--- src/rtl/coffee_pkg.sv ---
// coffee_pkg: shared state codes, state width and cup-counter constants
package coffee_pkg;
    localparam int STATE_W = 3;
    localparam int CUPS_W = 8;
    localparam logic [CUPS_W-1:0] CUPS_MAX = 8'd255;
    typedef enum logic [STATE_W-1:0] {
        IDLE  = 3'd0,
        HEAT  = 3'd1,
        POUR  = 3'd2,
        DONE  = 3'd3,
        ERROR = 3'd4
    } state_t;
endpackage

--- src/rtl/coffee_timer.sv ---
// coffee_timer: TW-bit loadable down-counter with zero flag (clk, rst, load, dec, ld_val -> cnt, zero)
module coffee_timer #(
    parameter int TW = 16
) (
    input  logic          clk,
    input  logic          rst,
    input  logic          load,
    input  logic          dec,
    input  logic [TW-1:0] ld_val,
    output logic [TW-1:0] cnt,
    output logic          zero
);
    assign zero = (cnt == '0);
    always_ff @(posedge clk) begin
        if (rst) cnt <= '0;
        else if (load) cnt <= ld_val;
        else if (dec && !zero) cnt <= cnt - TW'(1);
    end
endmodule

--- src/rtl/multi_drink_controller.sv ---
// multi_drink_controller: drink brewer FSM (CLK, RST, SEL, A, V, B -> P, AQ, PP, M, STATE, DRINK, REM, CUPS)
module multi_drink_controller
    import coffee_pkg::*;
#(
    parameter int N_DRINKS  = 3,
    parameter int VOL_W     = 2,
    parameter int HEAT_CYC  = 16,
    parameter int POUR_UNIT = 8,
    parameter int DONE_CYC  = 8,
    parameter int BLINK_DIV = 2,
    parameter int TW        = 16,
    localparam int DW       = $clog2(N_DRINKS)
) (
    input  logic                CLK,
    input  logic                RST,
    input  logic [N_DRINKS-1:0] SEL,
    input  logic                A,
    input  logic [VOL_W-1:0]    V,
    input  logic [VOL_W-1:0]    B,
    output logic                P,
    output logic                AQ,
    output logic                PP,
    output logic                M,
    output logic [STATE_W-1:0]  STATE,
    output logic [DW-1:0]       DRINK,
    output logic [TW-1:0]       REM,
    output logic [CUPS_W-1:0]   CUPS
);
    state_t st, nxt;
    logic a_q, rise, vl, onehot, load, dec, zero, latch, cups_inc;
    logic [VOL_W-1:0] vol;
    logic [DW-1:0] idx;
    logic [TW-1:0] ld_val, cnt;
    logic [BLINK_DIV:0] bc, bc_nxt;

    assign rise = A & ~a_q;
    assign vl = (V == B);
    assign onehot = ($countones(SEL) == 1);
    assign STATE = st;
    assign REM = (st == HEAT || st == POUR || st == DONE) ? cnt : '0;

    always_comb begin
        idx = '0;
        for (int i = 0; i < N_DRINKS; i++)
            if (SEL[i]) idx = DW'(i);
    end

    coffee_timer #(.TW(TW)) u_timer (
        .clk(CLK), .rst(RST), .load(load), .dec(dec),
        .ld_val(ld_val), .cnt(cnt), .zero(zero)
    );

    // Tamper (VL=0) outranks timer expiry in HEAT and POUR.
    always_comb begin
        nxt = st;
        load = 1'b0;
        dec = 1'b0;
        ld_val = '0;
        latch = 1'b0;
        cups_inc = 1'b0;
        case (st)
            IDLE: if (rise) begin
                if (onehot && vl && V != '0) begin
                    latch = 1'b1;
                    load = 1'b1;
                    ld_val = TW'(HEAT_CYC - 1);
                    nxt = HEAT;
                end else nxt = ERROR;
            end
            HEAT: if (!vl) nxt = ERROR;
                else if (zero) begin
                    load = 1'b1;
                    ld_val = TW'(vol) * TW'(POUR_UNIT) - TW'(1);
                    nxt = POUR;
                end else dec = 1'b1;
            POUR: if (!vl) nxt = ERROR;
                else if (zero) begin
                    load = 1'b1;
                    ld_val = TW'(DONE_CYC - 1);
                    cups_inc = 1'b1;
                    nxt = DONE;
                end else dec = 1'b1;
            DONE: if (zero) nxt = IDLE;
                else dec = 1'b1;
            ERROR: if (rise) nxt = IDLE;
            default: nxt = IDLE;
        endcase
    end

    // Blink phase restarts at 0 on every entry into ERROR.
    assign bc_nxt = (nxt == ERROR && st == ERROR) ? bc + 1'b1 : '0;

    always_ff @(posedge CLK) begin
        if (RST) begin
            st <= IDLE;
            a_q <= 1'b0;
            vol <= '0;
            DRINK <= '0;
            CUPS <= '0;
            bc <= '0;
            {P, AQ, PP, M} <= 4'b0;
        end else begin
            st <= nxt;
            a_q <= A;
            bc <= bc_nxt;
            if (latch) begin
                vol <= V;
                DRINK <= idx;
            end
            if (cups_inc && CUPS != CUPS_MAX) CUPS <= CUPS + 1'b1;
            AQ <= (nxt == HEAT);
            P <= (nxt == POUR);
            PP <= (nxt == DONE);
            M <= bc_nxt[BLINK_DIV];
        end
    end
endmodule

--- config.mk ---
export PLATFORM = sky130hd
export DESIGN_NAME = multi_drink_controller
export DESIGN_NICKNAME = d
export VERILOG_FILES = /design/src/rtl/coffee_pkg.sv /design/src/rtl/coffee_timer.sv /design/src/rtl/multi_drink_controller.sv
export SDC_FILE = /design/constraint.sdc
export NUM_CORES = 1
export LEC_CHECK = 0
export ABC_AREA = 1
export CORE_MARGIN = 2
export CORE_UTILIZATION = 52
export DETAILED_ROUTE_END_ITERATION = 10
export PLACE_DENSITY = 0.79
export SLEW_MARGIN = 10
export SYNTH_ARGS = -nofsm -noshare
export SYNTH_HDL_FRONTEND = slang
export SYNTH_SLANG_ARGS = --single-unit
--- constraint.sdc ---
create_clock -name CLK -period 2.3 [get_ports CLK]
set_input_delay 0.23 -clock CLK [delete_from_list [all_inputs] [get_ports CLK]]
set_output_delay 0.23 -clock CLK [all_outputs]
set_load 0.005 [all_outputs]
Word-level counts from Yosys, hierarchy flattened --
Index checks and enable logic that the tools add are counted.
Operators by class: bitwise operators 3, equality and inequality tests 11, mux-type cells 31, add/sub/neg operators 6, reductions and logical operators 14
Operators by type and width (number):
- two-way mux 16 bit | 5
- case mux 16 bit (3 select lines) | 1
- two-way mux 3 bit | 10
- logical NOT 16 bit | 1
- subtractor 16 x 1 -> 16 bit (second input constant) | 1
- case mux 3 bit (5 select lines) | 1
- equality test 3 x 2 -> 1 bit (second input constant) | 4
- equality test 3 x 1 -> 1 bit (second input constant) | 3
- two-way mux 1 bit | 9
- adder 8 x 1 -> 8 bit (second input constant) | 1
- two-way mux 4 bit | 2
- inequality test 8 bit (second input constant) | 1
- equality test 3 bit (second input constant) | 2
- subtractor 5 x 1 -> 6 bit (second input constant) | 1
- logical AND 1 bit | 5
- case mux 1 bit (2 select lines) | 2
- nonzero test 2 bit | 2
- OR reduction 2 bit | 2
- adder 2 x 1 -> 3 bit | 1
- adder 3 x 1 -> 3 bit (second input constant) | 1
- logical NOT 3 bit | 1
- adder 1 x 1 -> 2 bit | 1
- equality test 2 bit | 1
- logical OR 1 bit | 2
- other kinds (4) | 5
Word-level totals: flip-flop bits (word level) 38, bits of input ports 10, word-level logic and storage cells 76

Depth between registers and ports, before layout --
depth in word-level cells 12, gate-level depth with buffers 12, gate-level depth less buffers 11

Hierarchy --
Synthesis repeated with hierarchy kept, for this count alone.
Second synthesis, totals: cells, all modules 413, area total of the unflattened synthesis 2566.2 µm²
Modules (own cells, without submodules):
- multi_drink_controller | cells each 201, area each 1371.3 µm², times used 1
- coffee_timer | cells each 212, area each 1194.9 µm², times used 1

Worst setup path after synthesis --
Ideal clock, no wire load.
kind in2reg, start in SEL[0], end reg u_timer.cnt[12], cell stages on the path 9, data required time 2183 ps, arrival 1670 ps, path buffers 1, setup slack 513 ps, path through fa_1 nand2_1 a21oi_1 nand4_1 nand2_1 buf_2 nor2_1 nor2_2 nor2_1
Between the ends: cells in the longest elaborated chain, start to end 9, elaborated cells between the ends (all ways) 10, classes of those cells add/sub: 2; eq/ne: 1; mux: 4; reduce/logical: 3
Ends and longest elaborated chain:
- from (decl) | RTL line multi_drink_controller.sv:16 | input logic [N_DRINKS-1:0] SEL,
- adder 1 x 1 -> 2 bit (implied by the code) (*) | RTL line multi_drink_controller.sv:38 | assign onehot = ($countones(SEL) == 1);
- adder 2 x 1 -> 3 bit (implied by the code) (*) | RTL line multi_drink_controller.sv:38
- equality test 3 x 1 -> 1 bit (*) | RTL line multi_drink_controller.sv:38
- logical AND 1 bit (*) (2 in a row) | RTL line multi_drink_controller.sv:63 | if (onehot && vl && V != '0) begin
- two-way mux 1 bit (*) | RTL line multi_drink_controller.sv:63
- two-way mux 1 bit (*) | RTL line multi_drink_controller.sv:62 | IDLE: if (rise) begin
- case mux 1 bit (2 select lines) (*) | RTL line multi_drink_controller.sv:61 | case (st)
- two-way mux 16 bit or nonzero test 2 bit (tied branches)
- to (signal assigned) | RTL line coffee_timer.sv:16 | else if (load) cnt <= ld_val;
- to (signal assigned) | RTL line coffee_timer.sv:17 | else if (dec && !zero) cnt <= cnt - TW'(1);
- to (decl) | RTL line coffee_timer.sv:10 | output logic [TW-1:0] cnt,
Every way passes the cells marked *; elsewhere a longest branch is shown, timed or not. A chain may end at the register's enable or synchronous reset.

Worst setup path in the final report --
start in SEL[0], end reg u_timer.cnt[15]
Same word-level chain as after synthesis.

==> flow_metrics.env <==
export IMPL_irDropWorstVdd_uv=373
export IMPL_clock_skew_ns=0.00630
export IMPL_cts_tree="yes"
export IMPL_root_buffer="clkbuf_8"
export IMPL_timing_rr_end="u_timer.cnt[15]$_SDFFE_PP0P_"
export IMPL_syn_inst=362
export IMPL_holdPathEnd="bc[0]$_SDFF_PP0_"
export IMPL_dp_hpwl_um=3890
export IMPL_first_pass_iters=4
export IMPL_max_slew_margin_pct=56.2
export IMPL_wl_per_cell_um=11.7
export IMPL_critical_path_required_ns=2.49
export IMPL_status="finished, final reports clean"
export IMPL_crit_arrival_ns=2.24
export IMPL_grt_pass1_vias=2261
export IMPL_slew_viol_final=0
export IMPL_ys_ff_latch=38
export IMPL_min_delay_start="bc[0]$_SDFF_PP0_"
export IMPL_dpl_cell_count=454
export IMPL_finalNonFillerCells=462
export IMPL_layout_drive_gt1_share_pct=11.5
export IMPL_synth_avg_cell_area_um2=6.43
export IMPL_num_io_pins=43
export IMPL_route_detailed_drc=0
export IMPL_clock_latency_ns=0.29
export IMPL_die_width_um=70.9
export IMPL_seq_area_frac_synth_pct=32.7
export IMPL_cts_made_buffers=5
export IMPL_setup_viol=0
export IMPL_hold_violations=0
export IMPL_place_congestion=0.896
export IMPL_n_antenna_cell=0
export IMPL_grt_pass1_wl_um=9480
export IMPL_path_class="input pin to flip-flop"
export IMPL_holdBufCountCts=0
export IMPL_layout_commonest_cell="nor2_1"
export IMPL_finalCriticalPeriod_ns=2.05
export IMPL_drv_cap=0
export IMPL_drt_initial_drc_count=216
export IMPL_fin_nets=424
export IMPL_fin_hold_ws_ns=0.430
export IMPL_p_per_area_nw_per_um2=585
export IMPL_finalSetupTns_ns=0
export IMPL_rows=24
export IMPL_synthesis_area_um2=2330
export IMPL_power_mw=1.73
export IMPL_cts_sinks=38
export IMPL_via_per_inst=5.02
export IMPL_min_path_cells=1
export IMPL_start_util_pct=53.8
export IMPL_vias=2321
export IMPL_crit_fanout=11
export IMPL_cts_resized=0
export IMPL_syn_num_nets=377
export IMPL_critPathCaptureType="flip-flop"
export IMPL_grt_ovfl_total=0
export IMPL_fillers=361
export IMPL_htreeDepth=2
export IMPL_hp_class="flip-flop to flip-flop"
export IMPL_grt_use_total_pct=23.2
export IMPL_rr_worst_depth=10
export IMPL_leakagePower_nw=1.36
export IMPL_cts_clk_slew_worst_paths_ns=0.08
export IMPL_grt_max_degree=24
export IMPL_max_freq_mhz=488
export IMPL_r2r_start="u_timer.cnt[0]$_SDFFE_PP0P_"
export IMPL_crit_path_start_kind="input pin"
export IMPL_multi_input_area_um2=1310
export IMPL_seqCellArea_um2=761
export IMPL_reg2reg_setup_slack_ns=0.34
export IMPL_mostFrequentLayoutCells="80 x nor2_1, 61 x nand2_1, 53 x inv_1"
export IMPL_synthDistinctLibCells=29
export IMPL_yosysWarnings=0
export IMPL_worstMarginPinSlew_ns=0.656
export IMPL_antenna_left=0
export IMPL_io_buffers=42
export IMPL_cts_setup_buffers=0
export IMPL_die_h_um=70.9
export IMPL_core_um2=4320
export IMPL_antenna_found_initial=0
export IMPL_cts_buffer_depth=2
export IMPL_min_period_over_period_pct=89.1
export IMPL_rsz0062_at_grt="false"
export IMPL_die_area_um2=5030
export IMPL_layout_area_overhead_vs_synth_pct=27.3
export IMPL_drt_wl_total_um=5390
layer usage:
metal / vias up / part of all wire (%) / global-route usage, %
li1: 1212 / - / -
met1: 1029 / 43 / 28.3
met2: 67 / 50 / 38.7
met3: 13 / 5.5 / 5.27
met4: 0 / 1.9 / 11.1
met5: - / 0 / 0
worst max path at each step:
stage	from	to	depth (start not counted)
final	SEL[0]	u_timer.cnt[15]$_SDFFE_PP0P_	9
after global routing	SEL[1]	u_timer.cnt[15]$_SDFFE_PP0P_	9
after CTS	STATE[1]$_SDFF_PP0_	REM[5]	5
after detailed placement	SEL[0]	u_timer.cnt[15]$_SDFFE_PP0P_	9
after global placement	SEL[0]	u_timer.cnt[15]$_SDFFE_PP0P_	9
after floorplan	SEL[0]	u_timer.cnt[12]$_SDFFE_PP0P_	9
Yosys cell counts:
library cell | number | area, um2
inv_1 | 53 | 199
clkbuf_1 | 4 | 15.0
nand4_1 | 6 | 37.5
buf_4 | 1 | 7.51
inv_2 | 3 | 11.3
a211oi_1 | 2 | 15.0
ha_1 | 4 | 50.1
o21ai_1 | 2 | 10.0
a21oi_1 | 14 | 70.1
nor3_2 | 1 | 10.0
xnor2_1 | 3 | 26.3
buf_8 | 1 | 15.0
nor2_2 | 17 | 106
buf_6 | 1 | 11.3
nor3_1 | 3 | 15.0
o211ai_2 | 1 | 12.5
o21ai_0 | 17 | 85.1
nand2_2 | 7 | 43.8
o21bai_1 | 1 | 7.51
nor2_4 | 2 | 22.5
buf_2 | 1 | 5.00
dfxtp_1 | 38 | 761
fa_1 | 1 | 20.0
nand2_1 | 62 | 233
nand3_2 | 1 | 10.0
nand3_1 | 23 | 115
nand3b_1 | 1 | 7.51
xor2_1 | 12 | 105
nor2_1 | 80 | 300
cells by family after synthesis:
logic type	Yosys count	share of synthesized area, %
xor gates and xnor gates	15	5.65
and+or+nand+nor	203	38.7
adders and majority gates	5	3.01
DFF	38	32.7
buffers and inverters	64	11.3
AOI/OAI and AO/OA	37	8.60
registers in the layout (all words and copies together) (netlist names):
register     flops
u_timer.cnt     16
CUPS             8
STATE            3
bc               3
DRINK            2
vol              2
AQ               1
P                1
PP               1
a_q              1
critical path, cell delays in order:
cell,delay [ns]
clkdlybuf4s50_1,0.43
fa_1,0.54
nand2_1,0.05
a21oi_1,0.21
nand4_1,0.20
nand3_2,0.15
nand2_2,0.22
nor2_1,0.16
nor2_1,0.06
metrics by stage:
stage | instance area [um2] | util (%) | setup slack (ns)
2_1_floorplan | 2330 | - | 0.513
3_3_place_gp | 2820 | 65.1 | 0.0300
3_5_place_dp | 2820 | 65.1 | -0.0462
4_1_cts | 2960 | 68.4 | 0.164
5_1_grt | 2960 | 68.5 | 0.111
6_report | 2960 | 68.5 | 0.250
power breakdown:
group          switching [mW]  internal [mW]  total (mW)
Sequential             0.0141          0.672       0.686
Combinational           0.215          0.122       0.337
Clock                   0.247          0.463       0.710
Total                   0.476           1.26        1.73
cell type report:
type                    instances  share of cell area, %
clock inverters                 2                   2.03
clock buffers                   6                   2.79
inverters                      56                   7.10
repair buffers                 48                   16.1
multi-input cells             260                   44.1
well taps                      52                   2.20
flip-flops and latches         38                   25.7
Power figures use the tool's default switching activity.
